[src/rtl/uart_rx_fsm_core_pkg.sv]
// Shared UART definitions: FSM states, prescale and parity constants.
// Also used by the TX side of the UART block.
package uart_rx_fsm_core_pkg;

  typedef enum logic [2:0] {
    IDLE   = 3'd0,
    START  = 3'd1,
    DATA   = 3'd2,
    PARITY = 3'd3,
    STOP   = 3'd4
  } uart_state_e;

  localparam int PRESCALE_8  = 8;
  localparam int PRESCALE_16 = 16;
  localparam int PRESCALE_32 = 32;

  localparam logic PAR_EVEN = 1'b0;
  localparam logic PAR_ODD  = 1'b1;

  function automatic logic maj3(
    input logic a,
    input logic b,
    input logic c
  );
    return (a & b) | (a & c) | (b & c);
  endfunction

endpackage

[src/rtl/uart_rx_fsm_core_sampler.sv]
// Per-bit edge counter, three-sample majority vote and end-of-bit strobe.
// sampled_bit is valid from edge prescale/2+2 until the next vote.
module uart_rx_sampler
  import uart_rx_fsm_core_pkg::*;
#(
  parameter int PRESCALE_W = 6
) (
  input  logic                  clk,
  input  logic                  rst,
  input  logic                  enable,
  input  logic [PRESCALE_W-1:0] prescale,
  input  logic                  rx_in,
  output logic                  sampled_bit,
  output logic                  bit_done
);

  logic [PRESCALE_W-1:0] edge_cnt;
  logic [PRESCALE_W-1:0] half;
  logic [PRESCALE_W-1:0] last_edge;
  logic                  s0;
  logic                  s1;
  logic                  at_lo;
  logic                  at_mid;
  logic                  at_hi;

  assign half      = prescale >> 1;
  assign last_edge = prescale - PRESCALE_W'(1);
  assign at_lo     = edge_cnt == half - PRESCALE_W'(1);
  assign at_mid    = edge_cnt == half;
  assign at_hi     = edge_cnt == half + PRESCALE_W'(1);
  assign bit_done  = enable && (edge_cnt == last_edge);

  always_ff @(posedge clk or negedge rst) begin
    if (!rst) begin
      edge_cnt    <= '0;
      s0          <= 1'b0;
      s1          <= 1'b0;
      sampled_bit <= 1'b0;
    end else if (!enable) begin
      edge_cnt <= '0;
    end else begin
      edge_cnt <= bit_done ? '0 : edge_cnt + PRESCALE_W'(1);
      if (at_lo)  s0 <= rx_in;
      if (at_mid) s1 <= rx_in;
      if (at_hi)  sampled_bit <= maj3(s0, s1, rx_in);
    end
  end

endmodule

[src/rtl/uart_rx_fsm_core.sv]
// UART receive FSM: start/data/parity/stop deserialisation with
// one-cycle outcome pulses (data_valid, par_err, stp_err).
module uart_rx_fsm_core
  import uart_rx_fsm_core_pkg::*;
#(
  parameter int DATA_WIDTH = 8,
  parameter int PRESCALE_W = 6
) (
  input  logic                  clk,
  input  logic                  rst,
  input  logic                  rx_in,
  input  logic [PRESCALE_W-1:0] prescale,
  input  logic                  par_en,
  input  logic                  par_typ,
  output logic [DATA_WIDTH-1:0] p_data,
  output logic                  data_valid,
  output logic                  par_err,
  output logic                  stp_err,
  output logic                  busy
);

  localparam int BW = (DATA_WIDTH > 1) ? $clog2(DATA_WIDTH) : 1;

  uart_state_e           state;
  uart_state_e           next;
  logic [PRESCALE_W-1:0] pre_q;
  logic [PRESCALE_W-1:0] pre_eff;
  logic                  pen_q;
  logic                  ptyp_q;
  logic [BW-1:0]         bit_cnt;
  logic [DATA_WIDTH-1:0] shreg;
  logic                  par_mis;
  logic                  enable;
  logic                  sampled_bit;
  logic                  bit_done;
  logic                  shift_en;
  logic                  par_chk;
  logic                  frame_end;
  logic                  last_data;
  logic                  exp_par;
  logic                  good;

  // Config is latched in IDLE; in IDLE the live inputs drive the sampler.
  assign pre_eff   = (state == IDLE) ? prescale : pre_q;
  assign enable    = (state != IDLE) || !rx_in;
  assign last_data = bit_cnt == BW'(DATA_WIDTH - 1);
  assign exp_par   = (^shreg) ^ (ptyp_q == PAR_ODD);
  assign good      = !par_mis && sampled_bit;
  assign busy      = state != IDLE;

  uart_rx_sampler #(
    .PRESCALE_W(PRESCALE_W)
  ) u_sampler (
    .clk        (clk),
    .rst        (rst),
    .enable     (enable),
    .prescale   (pre_eff),
    .rx_in      (rx_in),
    .sampled_bit(sampled_bit),
    .bit_done   (bit_done)
  );

  always_comb begin
    next      = state;
    shift_en  = 1'b0;
    par_chk   = 1'b0;
    frame_end = 1'b0;
    unique case (state)
      IDLE: begin
        if (!rx_in) next = START;
      end
      START: begin
        if (bit_done) next = sampled_bit ? IDLE : DATA;
      end
      DATA: begin
        if (bit_done) begin
          shift_en = 1'b1;
          if (last_data) next = pen_q ? PARITY : STOP;
        end
      end
      PARITY: begin
        if (bit_done) begin
          par_chk = 1'b1;
          next    = STOP;
        end
      end
      STOP: begin
        if (bit_done) begin
          frame_end = 1'b1;
          next      = IDLE;
        end
      end
      default: next = IDLE;
    endcase
  end

  always_ff @(posedge clk or negedge rst) begin
    if (!rst) begin
      state   <= IDLE;
      pre_q   <= '0;
      pen_q   <= 1'b0;
      ptyp_q  <= 1'b0;
      bit_cnt <= '0;
      shreg   <= '0;
      par_mis <= 1'b0;
    end else begin
      state <= next;
      if (state == IDLE) begin
        pre_q   <= prescale;
        pen_q   <= par_en;
        ptyp_q  <= par_typ;
        bit_cnt <= '0;
        par_mis <= 1'b0;
      end
      if (shift_en) begin
        shreg   <= {sampled_bit, shreg[DATA_WIDTH-1:1]};
        bit_cnt <= bit_cnt + BW'(1);
      end
      if (par_chk) par_mis <= exp_par != sampled_bit;
    end
  end

  always_ff @(posedge clk or negedge rst) begin
    if (!rst) begin
      p_data     <= '0;
      data_valid <= 1'b0;
      par_err    <= 1'b0;
      stp_err    <= 1'b0;
    end else begin
      data_valid <= frame_end && good;
      par_err    <= frame_end && par_mis;
      stp_err    <= frame_end && !sampled_bit;
      if (frame_end && good) p_data <= shreg;
    end
  end

endmodule

[config.mk]
export PLATFORM = sky130hd
export DESIGN_NAME = uart_rx_fsm_core
export DESIGN_NICKNAME = d
export VERILOG_FILES = /design/src/rtl/uart_rx_fsm_core_pkg.sv /design/src/rtl/uart_rx_fsm_core_sampler.sv /design/src/rtl/uart_rx_fsm_core.sv
export SDC_FILE = /design/constraint.sdc
export NUM_CORES = 1
export LEC_CHECK = 0
export CAP_MARGIN = 20
export CORE_AREA = 2 2 71 73
export CTS_BUF_LIST = sky130_fd_sc_hd__clkbuf_4
export DETAILED_ROUTE_END_ITERATION = 10
export DIE_AREA = 0 0 73 75
export MAX_ROUTING_LAYER = met4
export PLACE_DENSITY_LB_ADDON = 0.05
export SLEW_MARGIN = 25
export SYNTH_ARGS = -nofsm -noshare
export SYNTH_HDL_FRONTEND = slang
export SYNTH_SLANG_ARGS = --single-unit
[constraint.sdc]
create_clock -name clk -period 3.6 [get_ports clk]
set_clock_uncertainty 0.2 [all_clocks]
set_input_delay 0.9 -clock clk [delete_from_list [all_inputs] [get_ports clk]]
set_output_delay 0.9 -clock clk [all_outputs]
set_load 0.02 [all_outputs]
==> metrics.yaml, run 1 <==
global_route:
  antenna_found_initial: 0
  grt_max_degree: 44
  overflow: 0
  grt_pass1_vias: 1785
  grt_pass1_wl_um: 8100
  grt_usage: 0.201
status:
  outcome: "completed"
critical_path:
  worstPathArrival_ns: 3.42
  r2r_cells: 12
  critical_path.slowest_cell: "clkdlybuf4s50_1"
  reg2reg_from: "state[2]"
  cp_max_fo: 8
  reg2reg_to: "shreg[0]"
  cp_cell_sequence: "clkdlybuf4s50_1 > mux2i_1 > ha_1 > nor3b_1 > xor2_1 > mux2i_1 > xnor2_1 > and4bb_2 > and4bb_1 > buf_4 > mux2_1"
  endpoint_kind: "register"
  r2r_slack_ns: 0.36
  path_common_cell: "mux2i_1"
  slowest_delay_ns: 0.44
  timing.critical_path.buf_inv: 2
  startpoint: "prescale[1]"
  crit_family: "simple AND/OR/NAND/NOR gates"
  worstSetupStartpointType: "input port"
  worstPathRequired_ns: 3.63
  critPathKind: "in -> reg"
die:
  pin_count: 23
  die_w_um: 73
  die_y_um: 75
  fp-row-count: 25
  dieArea_um2: 5480
  initial_utilization: 0.532
  coreArea_um2: 4660
synthesis:
  synthTopCellsByCount: "dfrtp_1, xnor2_1, nand2_1, nor2_1, mux2_2"
  synth_cells: 237
  yosysSeqAreaShare: 0.434
  synthesis.nets: 254
  yosysTopAreaCell: "dfrtp_1"
  synth_seq_cells: 43
  ys_warn_count: 0
  syn_area_um2: 2480
  synthFlopType: "dfrtp_1"
  synth_top_area_frac: 0.434
  synthTopCellsByArea: "dfrtp_1, xnor2_1, mux2_2"
  synth_edf_count: 0
  avgSynthCellArea_um2: 10.5
  post-synth-top-count-cell: "dfrtp_1"
  synth.distinct_cells: 42
  async_reset_ff_frac: 1.00
finish:
  final_util: 0.642
  diodes: 0
  drive_gt1_frac: 0.194
  nets: 296
  areaGrowthSynthToFinish_pct: 20.7
  final.fill_count: 390
timing:
  fin_crit_sh: 0.940
  slew_violations: 0
  maxSlewHeadroom: 0.641
  period_needed_ns: 3.39
  hold_ws_ns: 0.310
  setup_viol: 0
  max_freq_mhz: 295
  hold_viol: 0
  worst_pin_slew_ns: 0.534
  rsz0062_at_grt: "false"
detailed_routing:
  firstDrtPassIters: 4
  drt_iter0_markers: 69
  antenna_left: 0
  num_vias: 1791
  viasPerCell: 5.38
  drcViolationCount: 0
  wl_per_cell_um: 14.5
  wl_um: 4820
power:
  vdd_drop_max_uv: 502
  power.density_nw_per_um2: 838
  p_leak_nw: 1.32
min_path:
  min_to: "ptyp_q"
  hold_path.class: "reg -> reg"
  hp-start: "ptyp_q"
  hold_depth: 2
clocking:
  root_buffer: "clkbuf_4"
  insertion_delay_ns: 0.33
  cts_tree: "built"
  cts_inserted_buffers: 5
  clk_pin_slew_ns: 0.12
  cts.sinks: 43
  ctsHtreeMaxLevel: 2
  clockBufferDepth: 2
run:
  drv_cap: 0
placement:
  dp.final_hpwl_um: 3560
  portBuffers: 22
  gp_congestion: 0.846
## routing by layer
metal	share of wire	vias to the layer above	GRT usage
met4	0.0048	0	0.0514
met5	0	-	-
met3	0.023	2	0.0361
met1	0.48	844	0.250
met2	0.50	30	0.341
li1	-	915	-
## cells in the final DEF (no fill, tap or decap), drive strengths merged, types with 2 or more instances in the layout
cell and count:
and4bb 2, nand4b 2, nor2 16, a211oi 4
xnor2 26, nor3 4, xor2 9, nor3b 7
o21ai 8, inv 11, mux2 20, mux2i 10
buf 25, dfrtp 43, nor4 3, clkdlybuf4s50 21
ha 6, nand2 17, a21oi 4, nand4 5
nand3 11, clkbuf 6, nand3b 3, o211ai 4
## state kept, by name (all words and copies together) (netlist names)
signal	count
bit_cnt	3
data_valid	1
p_data	8
par_err	1
par_mis	1
pen_q	1
pre_q	6
ptyp_q	1
shreg	8
state	3
stp_err	1
u_sampler.edge_cnt	6
u_sampler.s0	1
u_sampler.s1	1
u_sampler.sampled_bit	1
## how the worst max path moves through the flow
stage	slack [ns]	to	depth (start not counted)
floorplan	0.11	shreg[7]	12
CTS	0.17	p_data[5]	11
detailed placement	-0.18	p_data[5]	11
finish	0.21	shreg[0]	11
global placement	-0.16	p_data[6]	11
global route	0.02	state[0]	12
## metrics by stage
stage / area (um2) / power [mW] / std cells / setup slack, ns / TNS, ns
3_3_place_gp: 2880 / 2.19 / 325 / -0.155 / -2.27
2_1_floorplan: 2480 / 1.76 / 237 / 0.110 / 0
4_1_cts: 2960 / 2.50 / 332 / 0.168 / 0
5_1_grt: 2990 / 2.72 / 333 / 0.0152 / 0
6_report: 2990 / 2.51 / 333 / 0.214 / 0
3_5_place_dp: 2880 / 2.20 / 325 / -0.178 / -2.68
## cell families after synthesis
logic type               count (synthesis)  synth area share
AND/OR/NAND/NOR                         75             0.169
AO/OA/AOI/OAI                           25            0.0657
buffers and inverters                   22            0.0369
flip-flops                              43             0.434
XOR/XNOR                                35             0.124
adder cells (fa/ha/maj)                  7            0.0343
multiplexers                            30             0.136
## power by group
| group | internal (mW) | total, mW | switching, mW |
|---|---|---|---|
| clock | 0.151 | 0.297 | 0.146 |
| sequential | 0.612 | 0.781 | 0.169 |
| combinational | 0.737 | 1.43 | 0.690 |
## what timing repair did
| item | in CTS | in global routing |
|---|---|---|
| buffers inserted | 0 | 1 |
| endpoints found under the setup margin | 0 | 17 |
| gates resized for setup | 0 | 2 |
| hold buffers | 0 | 0 |
## tightest hold or removal path: stages, from the launching register on
cell and delay [ns]:
dfrtp_1 0.38, nand2_1 0.05, nand2_1 0.06
## final cells by class
type / instances / area, um2 / share of cell area
Tap cell: 54 / 67.6 / 0.0226
Inverter: 11 / 41.3 / 0.0138
Multi-Input combinational cell: 172 / 1320 / 0.441
Clock inverter: 1 / 30.0 / 0.0100
Timing Repair Buffer: 46 / 410 / 0.137
Clock buffer: 6 / 45.0 / 0.0151
Sequential cell: 43 / 1080 / 0.360
Note: power is estimated with default switching activity, not from simulation.
==> run 2: changes to the inputs <==
- PLACE_DENSITY: not set -> 0.76
- PLACE_DENSITY_LB_ADDON: 0.05 -> not set
==> run 2 against run 1 <==
Effect of this change: combinational power hardly changed; largest cell class unchanged; via count is 6.0% higher; largest power group unchanged; power is 2.4% lower; fmax is 0.81% lower; sequential share of layout area is 0.17 points higher; die area stayed put; final area is 0.46% lower; hold slack better by 0.0029 ns; wire length is 2.9% higher; sequential power is 0.5% higher.
==> metrics.yaml, run 2 (synthesis results as in run 1) <==
detailed_routing:
  wl_per_cell_um: 14.9
  drt_iter0_markers: 119
  num_vias: 1899
  firstDrtPassIters: 4
  drcViolationCount: 0
  viasPerCell: 5.69
  antenna_left: 0
  wl_um: 4960
critical_path:
  critPathKind: "in -> reg"
  worstSetupStartpointType: "input port"
  cp_max_fo: 8
  path_common_cell: "mux2i_1"
  slowest_delay_ns: 0.54
  endpoint_kind: "register"
  critical_path.slowest_cell: "clkdlybuf4s50_1"
  worstPathRequired_ns: 3.65
  worstPathArrival_ns: 3.46
  cp_cell_sequence: "clkdlybuf4s50_1 > mux2i_1 > ha_1 > nor3b_2 > mux2i_1 > o221ai_1 > xnor2_1 > and4bb_2 > and4bb_1 > buf_4 > mux2_1"
timing:
  maxSlewHeadroom: 0.643
  max_freq_mhz: 293
  fin_crit_sh: 0.948
  setup_viol: 0
  hold_viol: 0
  slew_violations: 0
  worst_pin_slew_ns: 0.536
  period_needed_ns: 3.41
  hold_ws_ns: 0.313
clocking:
  clockBufferDepth: 2
  ctsHtreeMaxLevel: 2
  clk_pin_slew_ns: 0.12
  cts_hold_buf: 0
  cts.sinks: 43
  insertion_delay_ns: 0.35
  root_buffer: "clkbuf_4"
  cts_inserted_buffers: 5
  cts_tree: "built"
power:
  combPwrFrac: 0.585
  finalPower_mw: 2.45
  pwr-share-clk: 0.094
  power.density_nw_per_um2: 821
  power.share.switching: 0.420
  p_int_mw: 1.42
  p_leak_nw: 1.32
  vdd_drop_max_uv: 526
  power_frac_seq: 0.321
  p_switching_mw: 1.03
placement:
  dp.final_hpwl_um: 3710
  dpl_cell_area_um2: 2880
  gp_congestion: 0.902
  dp.cells: 325
  portBuffers: 22
finish:
  final_util: 0.639
  drive_gt1_frac: 0.204
  final.fill_count: 402
  areaGrowthSynthToFinish_pct: 20.2
  nets: 296
  diodes: 0
  final_common_cell: "dfrtp_1"
  largest_registers: "p_data: 8 flops, shreg: 8 flops"
  layout_common_cells: "dfrtp_1, xnor2_1, buf_4"
  design_area_um2: 2980
  layout.cells.non_filler: 334
min_path:
  hold_path.class: "in -> async"
die:
  fp-row-count: 25
  initial_utilization: 0.532
  pin_count: 23
  die_y_um: 75
  dieArea_um2: 5480
  die_w_um: 73
  coreArea_um2: 4660
run:
  drv_cap: 0
global_route:
  antenna_found_initial: 0
  grt_usage: 0.213
  overflow: 0
  grt_pass1_wl_um: 8660
  grt_pass1_vias: 1862
  grt_max_degree: 44
status:
  outcome: "completed"
-- run 2: worst paths after layout --
| check | from | end | slack [ns] | depth (start not counted) |
|---|---|---|---|---|
| worst min register to register | ptyp_q | ptyp_q | 0.32 | 2 |
| worst max-delay path | prescale[1] | shreg[3] | 0.19 | 11 |
| worst max register to register | state[2] | shreg[3] | 0.33 | 12 |
| max in group asynchronous | rst | u_sampler.sampled_bit | 2.52 | 1 |
| worst min-delay path | rst | data_valid | 0.31 | 1 |
| min in group clk | ptyp_q | ptyp_q | 0.32 | 2 |
-- run 2: per-layer routing --
metal / vias to the layer above / track usage / part of all wire
li1: 916 / - / -
met1: 944 / 0.257 / 0.45
met2: 32 / 0.363 / 0.51
met3: 7 / 0.0388 / 0.025
met4: 0 / 0.0679 / 0.011
met5: - / - / 0
-- run 2: area by class of cell --
type	instances	area, um2	area share
Inverter	11	41.3	0.0139
Clock inverter	3	15.0	0.00504
Tap cell	54	67.6	0.0227
Clock buffer	5	37.5	0.0126
Multi-Input combinational cell	172	1330	0.446
Sequential cell	43	1080	0.361
Timing Repair Buffer	46	410	0.138
-- run 2: metrics by stage --
stage,TNS (ns),setup slack [ns]
after detailed placement,-3.88,-0.229
after global routing,-0.00854,-0.00586
after CTS,0,0.128
after global placement,-2.39,-0.151
final,0,0.187
after floorplan,0,0.110
-- run 2: worst max-delay path: cells and delay by family --
family | cells | cell delay (ns)
AO/OA/AOI/OAI | 1 | 0.18
XOR/XNOR | 1 | 0.16
adder cells (fa/ha/maj) | 1 | 0.22
buffers and inverters | 2 | 0.71
multiplexers | 3 | 0.63
AND/OR/NAND/NOR | 3 | 0.65
-- run 2: what timing repair did --
action | CTS | global route
resized for setup | 0 | 4
setup buffers | 0 | 1
endpoints found under the setup margin | 0 | 17
endpoints found under the hold margin | 0 | 0
-- run 2: power groups by stage --
stage               Combinational (mW)  Clock (mW)  Sequential, mW
floorplan                         1.06           0           0.707
global placement                  1.37           0           0.783
detailed placement                1.41           0           0.788
CTS                               1.41       0.236           0.777
global route                      1.59       0.257           0.804
finish                            1.43       0.229           0.785
==> run 3: changes to the inputs <==
- SETUP_SLACK_MARGIN: not set -> 0.1
==> run 3 against run 2 <==
Effect of this change: sequential share of layout area fell by 0.23 points; critical path type unchanged; register-to-register slack improved by 0.03 ns; first-iteration DRC count fell by 24%; flip-flop and latch count did not move; cell count rose by 0.30%; utilization rose by 0.40 points; global-route usage did not move; die area did not move; combinational power barely moved; sequential power barely moved; clock-buffer cell count did not move; largest power group unchanged; power rose by 0.98%.
==> metrics.yaml, run 3 (synthesis results as in run 1) <==
status:
  outcome: "completed"
placement:
  gp_congestion: 0.902
  dp.final_hpwl_um: 3710
  dpl_cell_area_um2: 2880
  portBuffers: 22
detailed_routing:
  firstDrtPassIters: 4
  wl_um: 5020
  antenna_left: 0
  drt_iter0_markers: 90
  num_vias: 1886
  drcViolationCount: 0
  viasPerCell: 5.63
  wl_per_cell_um: 15.0
timing:
  hold_viol: 0
  period_needed_ns: 3.37
  worst_pin_slew_ns: 0.535
  rsz0062_at_grt: "false"
  maxSlewHeadroom: 0.643
  hold_ws_ns: 0.312
  max_freq_mhz: 297
  setup_viol: 0
  fin_crit_sh: 0.936
  slew_violations: 0
power:
  vdd_drop_max_uv: 525
  finalPower_mw: 2.47
  power.density_nw_per_um2: 824
  p_leak_nw: 1.33
die:
  dieArea_um2: 5480
  initial_utilization: 0.532
  coreArea_um2: 4660
  pin_count: 23
  fp-row-count: 25
  die_y_um: 75
  die_w_um: 73
clocking:
  cts_tree: "built"
  cts_hold_buf: 0
  ctsHtreeMaxLevel: 2
  insertion_delay_ns: 0.35
  clockBufferDepth: 2
  clk_pin_slew_ns: 0.13
  cts_inserted_buffers: 5
  cts.sinks: 43
  root_buffer: "clkbuf_4"
finish:
  areaGrowthSynthToFinish_pct: 20.9
  nets: 297
  layout_common_cells: "dfrtp_1, xnor2_1, buf_4"
  largest_registers: "p_data: 8 flops, shreg: 8 flops"
  design_area_um2: 3000
  drive_gt1_frac: 0.214
  final_common_cell: "dfrtp_1"
  final_util: 0.643
  diodes: 0
critical_path:
  worstPathRequired_ns: 3.65
  critPathKind: "in -> reg"
  r2r_slack_ns: 0.36
  r2r_cells: 12
  path_common_cell: "mux2i_1"
  crit_cells: 11
  worstPathArrival_ns: 3.42
  cp_cell_sequence: "clkdlybuf4s50_1 > mux2i_1 > ha_1 > nor3b_2 > mux2i_1 > o221ai_1 > xnor2_1 > and4bb_2 > and4bb_1 > buf_4 > mux2_1"
  cp_max_fo: 8
  endpoint_kind: "register"
  critical_path.slowest_cell: "clkdlybuf4s50_1"
  slowest_delay_ns: 0.48
  crit_family: "buffers and inverters"
  timing.critical_path.buf_inv: 2
  worstSetupStartpointType: "input port"
global_route:
  grt_max_degree: 44
  overflow: 0
  antenna_found_initial: 0
  grt_pass1_vias: 1862
  grt_usage: 0.213
  grt_pass1_wl_um: 8660
min_path:
  hold_path.class: "in -> async"
run:
  drv_cap: 0
## run 3: layout make-up
cell class	instances	area (um2)
clock inverter	3	15.0
tap	54	67.6
multi-input combinational	172	1340
timing repair buffer	47	420
sequential	43	1080
fill	396	1670
inverter	11	41.3
clock buffer	5	37.5
## run 3: through the flow
| stage | setup WS (ns) | TNS, ns | instances |
|---|---|---|---|
| 2_1_floorplan | 0.110 | 0 | 237 |
| 3_3_place_gp | -0.151 | -2.39 | 325 |
| 3_5_place_dp | -0.229 | -3.88 | 325 |
| 4_1_cts | 0.128 | 0 | 333 |
| 5_1_grt | 0.0843 | 0 | 335 |
| 6_report | 0.229 | 0 | 335 |
## run 3: worst register-to-register path, stage by stage (launching register included)
cell and delay [ns]:
dfrtp_1 0.43, nor3_4 0.22, buf_12 0.16, mux2i_1 0.24
ha_1 0.22, nor3b_2 0.20, mux2i_1 0.12, o221ai_1 0.24
xnor2_1 0.11, and4bb_2 0.30, and4bb_1 0.19, buf_4 0.17
mux2_1 0.34
## run 3: repair_timing
| item | 4_1_cts | 5_1_grt |
|---|---|---|
| endpoints found under the setup margin | 0 | 21 |
| setup buffers | 0 | 2 |
| resized for setup | 0 | 7 |
| hold endpoints to repair | 0 | 0 |
## run 3: path summary, 6_finish.rpt
kind | start | endpoint
min | rst | data_valid
max reg2reg | state[2] | shreg[1]
min in group clk | ptyp_q | ptyp_q
min reg2reg | ptyp_q | ptyp_q
max in group asynchronous | rst | u_sampler.sampled_bit
max | prescale[2] | shreg[1]
## run 3: layer usage
layer / up-vias / GRT usage / share of wire
met5: - / - / 0
met4: 0 / 0.0679 / 0.015
met3: 9 / 0.0388 / 0.032
met2: 37 / 0.363 / 0.51
met1: 921 / 0.257 / 0.44
li1: 919 / - / -
## run 3: report_power, final
| part | switching [mW] | internal [mW] | leakage (nW) |
|---|---|---|---|
| Combinational | 0.705 | 0.747 | 0.747 |
| Clock | 0.157 | 0.0729 | 0.0347 |
| Sequential | 0.175 | 0.612 | 0.551 |
